[config.mk]
export PLATFORM = sky130hd
export DESIGN_NAME = joy_dir_arbiter
export DESIGN_NICKNAME = d
export VERILOG_FILES = /design/src/rtl/joy_dir_arbiter.sv
export SDC_FILE = /design/constraint.sdc
export NUM_CORES = 1
export LEC_CHECK = 0
export CELL_PAD_IN_SITES_DETAIL_PLACEMENT = 1
export CELL_PAD_IN_SITES_GLOBAL_PLACEMENT = 1
export CORE_ASPECT_RATIO = 1.25
export CORE_MARGIN = 2
export CORE_UTILIZATION = 45
export CTS_CLUSTER_SIZE = 12
export DETAILED_ROUTE_END_ITERATION = 10
export GPL_TIMING_DRIVEN = 0
export MAX_ROUTING_LAYER = met4
export PLACE_DENSITY = 0.9
export SLEW_MARGIN = 25
export SYNTH_ARGS = -nofsm -noshare
export SYNTH_HDL_FRONTEND = slang
export SYNTH_SLANG_ARGS = --single-unit
[constraint.sdc]
create_clock -name clk -period 3.65 [get_ports clk]
set_input_delay 1.095 -clock clk [delete_from_list [all_inputs] [get_ports clk]]
set_output_delay 1.095 -clock clk [all_outputs]
set_load 0.02 [all_outputs]
[src/rtl/joy_dir_arbiter.sv]
// Multi-player joystick direction conditioner: rotation, optional debounce and
// per-player 4-way/8-way arbitration. Bit order per player is {up,down,left,right}.
module joy_dir_arbiter #(
  parameter int unsigned PLAYERS    = 2,
  parameter int unsigned DEB_CYCLES = 0
) (
  input  logic                   clk,
  input  logic                   reset,
  input  logic                   ce,
  input  logic [1:0]             rotate,
  input  logic [2*PLAYERS-1:0]   mode,
  input  logic [4*PLAYERS-1:0]   dir_in,
  output logic [4*PLAYERS-1:0]   dir_out,
  output logic [PLAYERS-1:0]     changed
);

  localparam int unsigned CW = (DEB_CYCLES == 0) ? 1 : $clog2(DEB_CYCLES + 1);

  // Screen-orientation remap of one player's {up,down,left,right}.
  function automatic logic [3:0] rot_map(input logic [1:0] r, input logic [3:0] d);
    case (r)
      2'd1:    rot_map = {d[1], d[0], d[2], d[3]};
      2'd2:    rot_map = {d[2], d[3], d[0], d[1]};
      2'd3:    rot_map = {d[0], d[1], d[3], d[2]};
      default: rot_map = d;
    endcase
  endfunction

  for (genvar p = 0; p < PLAYERS; p++) begin : g_player
    logic [3:0]      raw_q, deb_q, prev_q, out_q, act_q;
    logic            chg_q;
    logic [3:0][1:0] rec_q, rec_nxt;
    logic [3:0]      rise, first_oh, out_nxt, act_nxt;
    logic [1:0]      win, pos, m;

    assign m = mode[2*p +: 2];

    always_ff @(posedge clk) begin
      if (reset) raw_q <= '0;
      else       raw_q <= rot_map(rotate, dir_in[4*p +: 4]);
    end

    if (DEB_CYCLES == 0) begin : g_nodeb
      logic unused_ce;
      assign unused_ce = ce;

      always_ff @(posedge clk) begin
        if (reset) deb_q <= '0;
        else       deb_q <= raw_q;
      end
    end else begin : g_deb
      logic [3:0][CW-1:0] cnt_q;

      // A bit is accepted only after DEB_CYCLES consecutive ce ticks of disagreement.
      always_ff @(posedge clk) begin
        if (reset) begin
          deb_q <= '0;
          cnt_q <= '0;
        end else if (ce) begin
          for (int b = 0; b < 4; b++) begin
            if (raw_q[b] != deb_q[b]) begin
              if (cnt_q[b] == CW'(DEB_CYCLES - 1)) begin
                deb_q[b] <= raw_q[b];
                cnt_q[b] <= '0;
              end else begin
                cnt_q[b] <= cnt_q[b] + CW'(1);
              end
            end else begin
              cnt_q[b] <= '0;
            end
          end
        end
      end
    end

    // Recency update: the highest-priority new press moves to slot 0, others shift down.
    always_comb begin
      rise     = deb_q & ~prev_q;
      win      = 2'd0;
      pos      = 2'd0;
      rec_nxt  = rec_q;
      first_oh = '0;
      out_nxt  = '0;
      act_nxt  = '0;

      if      (rise[3]) win = 2'd0;
      else if (rise[2]) win = 2'd1;
      else if (rise[1]) win = 2'd2;
      else              win = 2'd3;

      for (int i = 0; i < 4; i++) begin
        if (rec_q[i] == win) pos = 2'(i);
      end

      if (rise != 4'b0000) begin
        rec_nxt[0] = win;
        for (int i = 1; i < 4; i++) begin
          if (2'(i) <= pos) rec_nxt[i] = rec_q[i-1];
        end
      end

      for (int i = 3; i >= 0; i--) begin
        if (|(deb_q & (4'b1000 >> rec_nxt[i]))) first_oh = 4'b1000 >> rec_nxt[i];
      end

      act_nxt = first_oh;
      case (m)
        2'd0: out_nxt = first_oh;
        2'd1: begin
          if (|(act_q & deb_q)) act_nxt = act_q;
          out_nxt = act_nxt;
        end
        2'd2: begin
          out_nxt = deb_q;
          if (deb_q[3] && deb_q[2]) out_nxt[3:2] = 2'b00;
          if (deb_q[1] && deb_q[0]) out_nxt[1:0] = 2'b00;
        end
        default: out_nxt = deb_q;
      endcase
    end

    always_ff @(posedge clk) begin
      if (reset) begin
        prev_q <= '0;
        rec_q  <= {2'd3, 2'd2, 2'd1, 2'd0};
        act_q  <= '0;
        out_q  <= '0;
        chg_q  <= 1'b0;
      end else begin
        prev_q <= deb_q;
        rec_q  <= rec_nxt;
        act_q  <= act_nxt;
        out_q  <= out_nxt;
        chg_q  <= (out_nxt != out_q);
      end
    end

    assign dir_out[4*p +: 4] = out_q;
    assign changed[p]        = chg_q;
  end

endmodule

==> results.sh <==
export IMPL_synthDominantAreaCellType="sky130_fd_sc_hd__dfxtp_1"
export IMPL_layout_cells_most_common_list="sky130_fd_sc_hd__dfxtp_1 (57), sky130_fd_sc_hd__nand2_1 (53), sky130_fd_sc_hd__nor2_1 (51)"
export IMPL_layout_worst_path_cycle_share=0.958
export IMPL_routed_vias=4165
export IMPL_synthesis_yosys_warnings=0
export IMPL_data_arrival_at_the_endpoint_of_the_critical_path_ps=3720
export IMPL_synthFlopType="sky130_fd_sc_hd__dfxtp_1"
export IMPL_critical_path_peak_fanout=7
export IMPL_place_port_buffers=21
export IMPL_clockPowerShare=0.267
export IMPL_async_reset_ff_frac=0
export IMPL_depth_of_the_cts_h_tree=3
export IMPL_post_drt_wl_per_cell_um=19.1
export IMPL_groute_usage_overall=0.277
export IMPL_placementRows=38
export IMPL_hp_class="reg -> reg"
export IMPL_cts_reportedPaths_clkPinSlew_ps=70
export IMPL_power_total_uw=2220
export IMPL_clockRootBuffer="sky130_fd_sc_hd__clkbuf_8"
export IMPL_final_layout_fill_cell_count=1097
export IMPL_post_synth_cell_area_avg_sq_um=7.97
export IMPL_crit_type="reg -> reg"
export IMPL_edff_count_synth=0
export IMPL_routabilityCongestion=0.927
export IMPL_power_share_switching=0.379
export IMPL_dieHeight_um=111
export IMPL_timing_worst_slew_pin_value_ps=742
export IMPL_wire_length_of_the_first_global_routing_pass_mm=21.1
export IMPL_routed_wirelength_mm=12.8
export IMPL_ctsLongestPathBuffers=2
export IMPL_grt_antenna_before_repair=0
export IMPL_power_static_leakage_uw=0.00179
export IMPL_antenna_cells_inserted=0
export IMPL_synth_top_cell_area_share=0.284
export IMPL_viasPerCell=6.23
export IMPL_clk_latency_ps=360
export IMPL_numClockSinks=58
export IMPL_cts_hold_buffers=0
export IMPL_setup_tns_final_ps=0
export IMPL_critical_path_required_ps=3870
export IMPL_ioPinCount=27
export IMPL_cts_tree="done"
export IMPL_top_post_synthesis_cells_by_area="sky130_fd_sc_hd__dfxtp_1 (28%), sky130_fd_sc_hd__nand2_1 (4.9%), sky130_fd_sc_hd__nor2_1 (4.7%)"
export IMPL_min_period_ps=3500
export IMPL_placeableCoreArea_sq_mm=0.00875
export IMPL_first_global_vias=4309
export IMPL_slew_headroom=0.502
export IMPL_area_growth_syn_to_layout_pct=15.3
export IMPL_starting_density=0.467
export IMPL_power_share_sequential=0.339
export IMPL_rsz_0062_raised_after_global_routing="yes"
export IMPL_ratio_of_cells_with_drive_above_1_in_the_final_layout=0.135
export IMPL_synth_seq_cells=58
export IMPL_dieWidth_um=89.3
export IMPL_synth_distinct_cells=74
export IMPL_timing_critical_path_to_type="register"
export IMPL_synth_seq_area_share=0.284
export IMPL_drv_slew=0
export IMPL_power_per_cell_area_mw_per_mm2=470
export IMPL_design_final_nets=562
export IMPL_r2r_setup_slack_ps=150
export IMPL_cts_repair_timing_setup_buffer_count=0
export IMPL_cts_repair_resized=3
export IMPL_report_final_hold_viol_count=0
export IMPL_fin_worst_skew_ps=8.45
export IMPL_syn_nets=530
export IMPL_comb_power_share=0.394
export IMPL_max_cap_violations=0
export IMPL_startpoint_kind_of_the_worst_setup_timing_path="register"
export IMPL_cts_inserted_buffers=9
export IMPL_finalSetupViolCount=0
export IMPL_switchingPower_uw=840
export IMPL_post_synth_instance_area_sq_mm=0.00409
export IMPL_first_pass_iters=4
export IMPL_status="finished, final reports clean"
export IMPL_instance_count_of_the_mapped_netlist=513
export IMPL_maximum_number_of_pins_on_one_net_before_global_route_repair=11
export IMPL_fmax_mhz=286
export IMPL_ir_drop_mv=0.213
export IMPL_remaining_drc_errors=0
export IMPL_drt_iter0_markers=177
export IMPL_design_die_area_sq_mm=0.00987
export IMPL_global_route_congestion_overflow_total=0
export IMPL_most_common_library_cell_in_the_layout_ignoring_fill_and_taps="sky130_fd_sc_hd__dfxtp_1"
export IMPL_cell_internal_power_dissipation_uw=1380
export IMPL_number_of_routed_nets_with_antenna_violations=0
export IMPL_place_hpwl_mm=9.46
-- synth_stat cells (3+ instances only) --
library cell / n
sky130_fd_sc_hd__a211o_1: 4
sky130_fd_sc_hd__a211oi_1: 11
sky130_fd_sc_hd__a21o_1: 3
sky130_fd_sc_hd__a21oi_1: 34
sky130_fd_sc_hd__a22o_1: 4
sky130_fd_sc_hd__a22oi_1: 7
sky130_fd_sc_hd__a311oi_1: 3
sky130_fd_sc_hd__a31oi_1: 10
sky130_fd_sc_hd__and2_1: 13
sky130_fd_sc_hd__and3_1: 3
sky130_fd_sc_hd__buf_2: 5
sky130_fd_sc_hd__buf_4: 3
sky130_fd_sc_hd__clkbuf_1: 19
sky130_fd_sc_hd__dfxtp_1: 58
sky130_fd_sc_hd__inv_1: 16
sky130_fd_sc_hd__mux2_2: 5
sky130_fd_sc_hd__mux2i_1: 18
sky130_fd_sc_hd__mux2i_2: 3
sky130_fd_sc_hd__mux4_2: 8
sky130_fd_sc_hd__nand2_1: 53
sky130_fd_sc_hd__nand2b_1: 12
sky130_fd_sc_hd__nand3_1: 18
sky130_fd_sc_hd__nand4_1: 4
sky130_fd_sc_hd__nor2_1: 51
sky130_fd_sc_hd__nor2b_1: 16
sky130_fd_sc_hd__nor3_1: 8
sky130_fd_sc_hd__nor3b_1: 3
sky130_fd_sc_hd__o211ai_1: 8
sky130_fd_sc_hd__o21ai_0: 27
sky130_fd_sc_hd__o21ai_1: 3
sky130_fd_sc_hd__o31ai_1: 3
sky130_fd_sc_hd__o31ai_2: 3
sky130_fd_sc_hd__or2_2: 7
sky130_fd_sc_hd__or3_1: 8
sky130_fd_sc_hd__xnor2_1: 6
-- layout make-up --
type | count | area (sq um) | share of cell area
Buffer | 29 | 141 | 0.0300
Sequential cell | 58 | 1160 | 0.246
Timing Repair Buffer | 21 | 210 | 0.0446
Multi-Input combinational cell | 409 | 2800 | 0.594
Tap cell | 120 | 150 | 0.0318
Clock inverter | 3 | 40.0 | 0.00849
Clock buffer | 12 | 145 | 0.0308
Inverter | 17 | 63.8 | 0.0135
-- worst paths after layout --
check / startpoint / endpoint / depth (start not counted)
worst max-delay path: g_player[1].deb_q[2] / g_player[1].chg_q / 11
worst min-delay path: g_player[1].raw_q[2] / g_player[1].deb_q[2] / 1
worst min register to register: g_player[1].raw_q[2] / g_player[1].deb_q[2] / 1
worst max register to register: g_player[1].deb_q[2] / g_player[1].chg_q / 11
-- per-stage QoR --
stage / setup WS (ps) / hold slack (ps) / cell area, sq um / util / cells
after floorplan: 699 / 414 / 4090 / - / 513
after global placement: 104 / 418 / 4450 / 0.509 / 654
after detailed placement: -144 / 429 / 4450 / 0.509 / 654
after CTS: 23.7 / 445 / 4650 / 0.532 / 669
after global routing: -26.2 / 453 / 4720 / 0.539 / 669
final: 155 / 439 / 4720 / 0.539 / 669
-- cell families (layout without fill, tap and decap cells) --
logic type,Yosys count,count (layout),share of synthesized area
and+or+nand+nor,207,207,0.253
muxes,34,34,0.112
xor gates and xnor gates,8,8,0.0171
AOI/OAI and AO/OA,160,160,0.284
buffers and inverters,46,82,0.0502
DFF,58,58,0.284
-- power groups by stage --
stage,sequential (uW),combinational (uW),clock (uW)
4_1_cts,749,841,599
2_1_floorplan,755,614,0
3_3_place_gp,758,794,0
3_5_place_dp,763,828,0
5_1_grt,760,954,623
6_report,752,874,591
-- registers in the layout (all words and copies together), names as in the netlist --
signal / flops
g_player.rec_q: 16
g_player.act_q: 8
g_player.deb_q: 8
g_player.out_q: 8
g_player.prev_q: 8
g_player.raw_q: 8
g_player.chg_q: 2
-- per-layer routing --
| metal | vias to the layer above | wire (um) | part of all wire | global-route usage |
|---|---|---|---|---|
| li1 | 1951 | - | - | - |
| met1 | 2077 | 5160 | 0.40 | 0.311 |
| met2 | 102 | 6760 | 0.53 | 0.471 |
| met3 | 35 | 424 | 0.033 | 0.0419 |
| met4 | 0 | 429 | 0.034 | 0.125 |
| met5 | - | 0 | 0 | - |
-- critical path: stages, from the launching register on --
cell	delay, ps
sky130_fd_sc_hd__dfxtp_1	430
sky130_fd_sc_hd__nand2b_1	300
sky130_fd_sc_hd__a21oi_4	320
sky130_fd_sc_hd__xnor2_1	140
sky130_fd_sc_hd__a211oi_1	400
sky130_fd_sc_hd__o21ai_1	200
sky130_fd_sc_hd__a32oi_1	300
sky130_fd_sc_hd__a22oi_1	210
sky130_fd_sc_hd__o31ai_4	390
sky130_fd_sc_hd__o21ai_0	140
sky130_fd_sc_hd__nor4b_1	410
sky130_fd_sc_hd__a31oi_1	130
Note: power is estimated with default switching activity, not from simulation.
